### src/rtl/instr_assembler.sv
// Builds MIPS instruction words from symbolic ADD/SUB/ADDI/BEQ requests and
// writes them to consecutive instruction-memory addresses starting at BASE_ADDR.
module instr_assembler #(
    parameter int ADDR_W    = 6,
    parameter int BASE_ADDR = 0
) (
    input  logic              clk,
    input  logic              rst,
    input  logic              start,
    input  logic              req_valid,
    output logic              req_ready,
    input  logic [1:0]        req_op,
    input  logic [4:0]        req_rs,
    input  logic [4:0]        req_rt,
    input  logic [4:0]        req_rd,
    input  logic [15:0]       req_imm,
    input  logic [ADDR_W-1:0] req_target,
    input  logic              req_last,
    output logic              mem_we,
    output logic [ADDR_W-1:0] mem_addr,
    output logic [31:0]       mem_wdata,
    output logic [ADDR_W:0]   count,
    output logic              done,
    output logic              full
);

    localparam logic [1:0] IDLE = 2'd0;
    localparam logic [1:0] RUN  = 2'd1;
    localparam logic [1:0] DONE = 2'd2;

    localparam logic [ADDR_W-1:0] BASE      = ADDR_W'(BASE_ADDR);
    localparam logic [ADDR_W-1:0] LAST_ADDR = '1;

    logic [1:0]        state;
    logic [ADDR_W-1:0] wr_ptr;
    logic              accept;
    logic [15:0]       beq_off;
    logic [31:0]       word;

    assign req_ready = (state == RUN);
    assign done      = (state == DONE);
    assign accept    = req_valid && (state == RUN);

    // The branch offset is bounded by ADDR_W+1 bits, so 16-bit modular
    // arithmetic already yields its sign-extended value.
    always_comb begin
        beq_off = 16'(req_target) - 16'(wr_ptr) - 16'd1;
        word    = '0;
        case (req_op)
            2'd0:    word = {6'b000000, req_rs, req_rt, req_rd, 5'b00000, 6'b100000};
            2'd1:    word = {6'b000000, req_rs, req_rt, req_rd, 5'b00000, 6'b100010};
            2'd2:    word = {6'b001000, req_rs, req_rt, req_imm};
            default: word = {6'b000100, req_rs, req_rt, beq_off};
        endcase
    end

    always_ff @(posedge clk) begin
        if (rst) begin
            state     <= IDLE;
            wr_ptr    <= BASE;
            mem_we    <= 1'b0;
            mem_addr  <= BASE;
            mem_wdata <= '0;
            count     <= '0;
            full      <= 1'b0;
        end else begin
            mem_we <= 1'b0;
            case (state)
                IDLE, DONE: begin
                    if (start) begin
                        state  <= RUN;
                        wr_ptr <= BASE;
                        count  <= '0;
                        full   <= 1'b0;
                    end
                end
                RUN: begin
                    if (accept) begin
                        mem_we    <= 1'b1;
                        mem_addr  <= wr_ptr;
                        mem_wdata <= word;
                        wr_ptr    <= wr_ptr + ADDR_W'(1);
                        count     <= count + (ADDR_W + 1)'(1);
                        if (req_last) begin
                            state <= DONE;
                        end else if (wr_ptr == LAST_ADDR) begin
                            state <= DONE;
                            full  <= 1'b1;
                        end
                    end
                end
                default: state <= IDLE;
            endcase
        end
    end

endmodule

### config.mk
export PLATFORM = sky130hd
export DESIGN_NAME = instr_assembler
export DESIGN_NICKNAME = d
export VERILOG_FILES = /design/src/rtl/instr_assembler.sv
export SDC_FILE = /design/constraint.sdc
export NUM_CORES = 1
export LEC_CHECK = 0
export CAP_MARGIN = 30
export CORE_MARGIN = 4
export CORE_UTILIZATION = 49
export CTS_BUF_LIST = sky130_fd_sc_hd__clkbuf_4 sky130_fd_sc_hd__clkbuf_8
export DETAILED_ROUTE_END_ITERATION = 8
export GPL_ROUTABILITY_DRIVEN = 0
export PLACE_DENSITY = 0.88
export SYNTH_ARGS = -nofsm -noshare
export SYNTH_HDL_FRONTEND = slang
export SYNTH_SLANG_ARGS = --single-unit
### constraint.sdc
create_clock -name clk -period 6.8 [get_ports clk]
set_input_delay 0.68 -clock clk [delete_from_list [all_inputs] [get_ports clk]]
set_output_delay 0.68 -clock clk [all_outputs]
set_load 0.01 [all_outputs]
* Word-level counts from Yosys, hierarchy flattened
Cells that the tools add are included.
** Storage, ports and cells
- Bits in registers :: 55
- Bits in latches :: 0
- Bits in writable memories :: 0
- Memory bits (read-only) :: 0
- Bits of input ports :: 44
- Output and inout bits :: 49
- Word-level logic and storage cells :: 50
- Memories :: 0
** Cells by class
- $add $sub $neg :: 4
- $mul :: 0
- Divide/modulo/power cells :: 0
- Order comparisons :: 0
- Equality and inequality tests :: 10
- Shifts and indexed selects :: 0
- Muxes and demuxes :: 18
- Bitwise gates (word level) :: 1
- Reduce and logical (&&, ||, !) cells :: 10
** Operator list (number)
- 30-bit one-hot mux with 3 select lines :: 1
- 7-bit two-way mux :: 2
- 7-bit one-hot mux with 2 select lines :: 1
- 6-bit two-way mux :: 2
- 6-bit one-hot mux with 2 select lines :: 1
- 2-bit two-way mux :: 4
- 7-bit by 2-bit subtractor with 8-bit output, second input constant :: 1
- 7-bit by 1-bit adder with 7-bit output, second input constant :: 1
- 6-bit by 6-bit subtractor with 7-bit output :: 1
- 6-bit by 1-bit adder with 6-bit output, second input constant :: 1
- 6-bit == test, second input constant :: 1
- 3-bit AND reduction :: 2
- 1-bit two-way mux :: 5
- 5-bit AND reduction :: 1
- 2-bit by 1-bit == test with 1-bit output, second input constant :: 2
- 2-bit == test, second input constant :: 2
- 2-bit logical NOT :: 2
- 2-bit by 1-bit != test with 1-bit output, second input constant :: 2
- 2-bit != test, second input constant :: 2
- 2-bit one-hot mux with 2 select lines :: 1
- 2-bit OR reduction :: 2
- 3-bit by 1-bit != test with 1-bit output, second input constant :: 1
- 1-bit one-hot mux with 2 select lines :: 1
- 2-bit AND reduction :: 1
- 3 further kinds :: 3

* Depth between registers and ports, before layout
- Word-level depth :: 5
- Depth in mapped cells :: 9

* Worst setup path after synthesis
OpenSTA, ideal clock, no wires.
- Path type :: input -> register
- Start point :: input req_target[0]
- End point :: register mem_wdata[14]
- Arrival :: 2455 ps
- Required time :: 6721 ps
- Setup slack :: 4266 ps
- Cell stages on the path :: 9
- Cell sequence :: inv_1 ha_1 fa_1 nand2b_1 a21oi_1 xnor2_1 nor4_4 o211ai_4 a211oi_2
** Between the ends
- Word-level cells in the longest chain between the ends :: 3
** RTL lines
- from (decl) :: RTL line 17 : input logic [ADDR_W-1:0] req_target,
- 6-bit by 6-bit subtractor with 7-bit output :: RTL line 47 : beq_off = 16'(req_target) - 16'(wr_ptr) - 16'd1;
- 7-bit by 2-bit subtractor with 8-bit output :: RTL line 47
- 30-bit one-hot mux with 3 select lines :: RTL line 49 : case (req_op)
- to (signal assigned) :: RTL line 81 : mem_wdata <= word;
- to (decl) :: RTL line 21 : output logic [31:0] mem_wdata,
No other way between the ends.
A chain may end at the register's enable or synchronous reset.

* Worst setup path in the final report
- Start point :: input req_target[0]
- End point :: register mem_wdata[10]
The elaborated chain is that of the path after synthesis.

==> metrics.yaml <==
min_path_type: "flop to flop"
final_cell_count_no_fill: 445
hold_path.startpoint: "mem_wdata[0]"
firstDrtPassIters: 5
overflow: 0
start_util_pct: 51.4
clock_path_buffers: 2
nets: 432
synthFlopType: "dfxtp_1"
postSynthAreaPerCell_um2: 8.37
diodes: 0
die_w_um: 79.1
final_cell_mix: "clkdlybuf4s50_1, nand2_1, dfxtp_1"
seq_power_share_pct: 52.4
antenna_found_initial: 0
wl_per_cell_um: 14.5
drtAntennaViolNets: 0
critPathCaptureType: "flop"
status: "finished clean"
synth_top_area_share_pct: 41.2
io_buffers: 88
grt_pass1_vias: 2275
cts_tree: "done"
clkLatencyLatePin_ns: 0.30
multi_input_area_mm2: 0.00132
fmax_mhz: 349
drive_gt1_share_pct: 5.56
p_sw_uw: 161
h-tree-depth: 2
synth_edf_count: 0
ys_seq_area_share_pct: 41.2
fillers: 409
clkTransAtPathRegs_ns: 0.09
synth_top_area_cell: "dfxtp_1"
post_cts_resized: 0
period_minus_slack_ns: 2.86
dpl.hpwl_um: 4870
crit_path_max_fanout: 5
crit_path_cell_trace: "clkdlybuf4s50_1, inv_1, ha_1, fa_1, nand2b_1, a21oi_1, xnor2_1, nor4_4, o21ai_1, a31oi_1"
slew_viol_final: 0
postCtsHoldBufs: 0
max-cap-violations: 0
power_frac_comb_pct: 19.8
max-vdd-ir-drop_v: 0.0000747
die_height_um: 79.1
synth-seq-cells: 51
crit_slowest_cell: "clkdlybuf4s50_1"
crit_family: "compound AO/OA/AOI/OAI gates"
synth_cell_type_count: 44
power.density_mw_per_mm2: 174
power.total_uw: 599
hold_violations: 0
drt_wl_total_um: 6440
rows: 25
max_stage_delay_ns: 0.45
cp-start-kind: "primary input"
placedCellCount: 438
ios: 93
fin_util_pct: 71.5
via_per_inst: 5.38
timing.setup.tns_ns: 0
grt_pass1_wl_um: 10500
timing.final.crit_share_pct: 42.1
p_sw_share_pct: 26.8
layout_commonest_cell: "clkdlybuf4s50_1"
grt_usage_pct: 21.2
grt_max_degree: 42
clock-sinks: 51
syn_to_final_growth_pct: 38.9
numCtsBuffers: 5
worstPathRequired_ns: 7.03
yosysWarnings: 0
internal_power_uw: 439
cp-startpoint: "req_target[0]"
rsz0062_at_grt: "no"
synthArstFlopShare_pct: 0
register_area_mm2: 0.00102
skew_ns: 0.00427
synth_top_cells_by_area: "dfxtp_1, nand2_1, a21oi_1, ha_1, nor2_1"
root_buffer: "clkbuf_8"
coreArea_mm2: 0.00482
synth_cells: 296
arrival_ns: 3.09
synth_area_mm2: 0.00248
vias: 2395
path_class: "primary input to flop"
setup_viol_count_final: 0
tightestPinTransition_ns: 0.939
cellLeakagePower_uw: 0.00122
dr.first_iter.drc_count: 103
drc: 0
slew-limit-headroom_pct: 37.2
post_cts_buffers: 0
r2r_start: "wr_ptr[0]"
dieArea_mm2: 0.00626
path_buf_inv: 2
clkPwrFrac_pct: 27.8
[flip-flops by register name, indices dropped and copies added (netlist names)]
register   cells
mem_addr       6
mem_we         1
mem_wdata     28
count          7
wr_ptr         6
state          2
full           1
[synthesized netlist by cell type, types with 2 or more instances]
cell type and count:
dfxtp_1 51, a21oi_1 26, nor2b_1 2, a31oi_1 8, buf_4 4, xor2_1 7
clkbuf_8 3, clkbuf_1 12, a211oi_1 5, a221oi_1 6, xnor2_1 9, nand3b_1 2
a211oi_2 3, and2_1 2, nor3_1 2, ha_1 9, nor2_1 30, nand3_1 16
nand4_1 2, nand2_1 54, inv_1 9, o21ai_0 5, and3_1 5, nand2b_1 4
[worst register-to-register path: stages, from the launching register on]
cell	delay (ns)
dfxtp_1	0.39
ha_1	0.24
fa_1	0.40
nand2b_1	0.16
a21oi_1	0.20
xnor2_1	0.20
nor4_4	0.36
o21ai_1	0.22
a31oi_1	0.19
[power groups by stage]
stage	registers (uW)	clock network (uW)	logic [uW]
6_report	314	167	118
5_1_grt	316	180	129
4_1_cts	314	171	119
3_5_place_dp	321	0	118
3_3_place_gp	321	0	115
2_1_floorplan	324	0	60.2
[layout make-up]
class / count / share of cell area [%]
Inverter: 9 / 0.981
Tap cell: 67 / 2.44
Multi-Input combinational cell: 220 / 38.3
Timing Repair Buffer: 91 / 26.2
Clock inverter: 2 / 0.400
Clock buffer: 5 / 2.00
Sequential cell: 51 / 29.7
[worst paths after layout]
kind                        end  slack, ns  cells past startpoint
setup / recovery  mem_wdata[10]       3.94                     10
hold reg to reg    mem_wdata[0]       0.46                      2
setup reg to reg  mem_wdata[10]       4.38                      8
hold / removal     mem_wdata[0]       0.46                      2
[cells by family (layout without fill, tap and decap cells)]
logic type / Yosys count / after routing / synth area share, %
flops: 51 / 51 / 41.2
compound gates: 63 / 63 / 17.6
other cells: 1 / 4 / 0.151
buf+inv: 28 / 107 / 6.06
simple gates: 126 / 126 / 23.5
xor+xnor: 16 / 16 / 5.66
fa+ha+maj: 10 / 10 / 5.35
mux: 1 / 1 / 0.455
[routing by layer]
layer | up-vias | track usage (%) | share of wire [%]
met3 | 14 | 4.42 | 7.9
met2 | 100 | 36.2 | 48
li1 | 1176 | - | -
met1 | 1105 | 25.4 | 41
met4 | 0 | 9.62 | 2.9
met5 | - | 0 | 0
[per-stage QoR]
step / hold slack (ns) / area, um^2 / worst slack (ns)
2_1_floorplan: 0.454 / 2490 / 4.27
3_3_place_gp: 0.441 / 3360 / 3.69
3_5_place_dp: 0.446 / 3360 / 3.61
4_1_cts: 0.458 / 3440 / 3.93
5_1_grt: 0.474 / 3440 / 3.73
6_report: 0.458 / 3440 / 3.94
(Power assumes the default switching activity.)
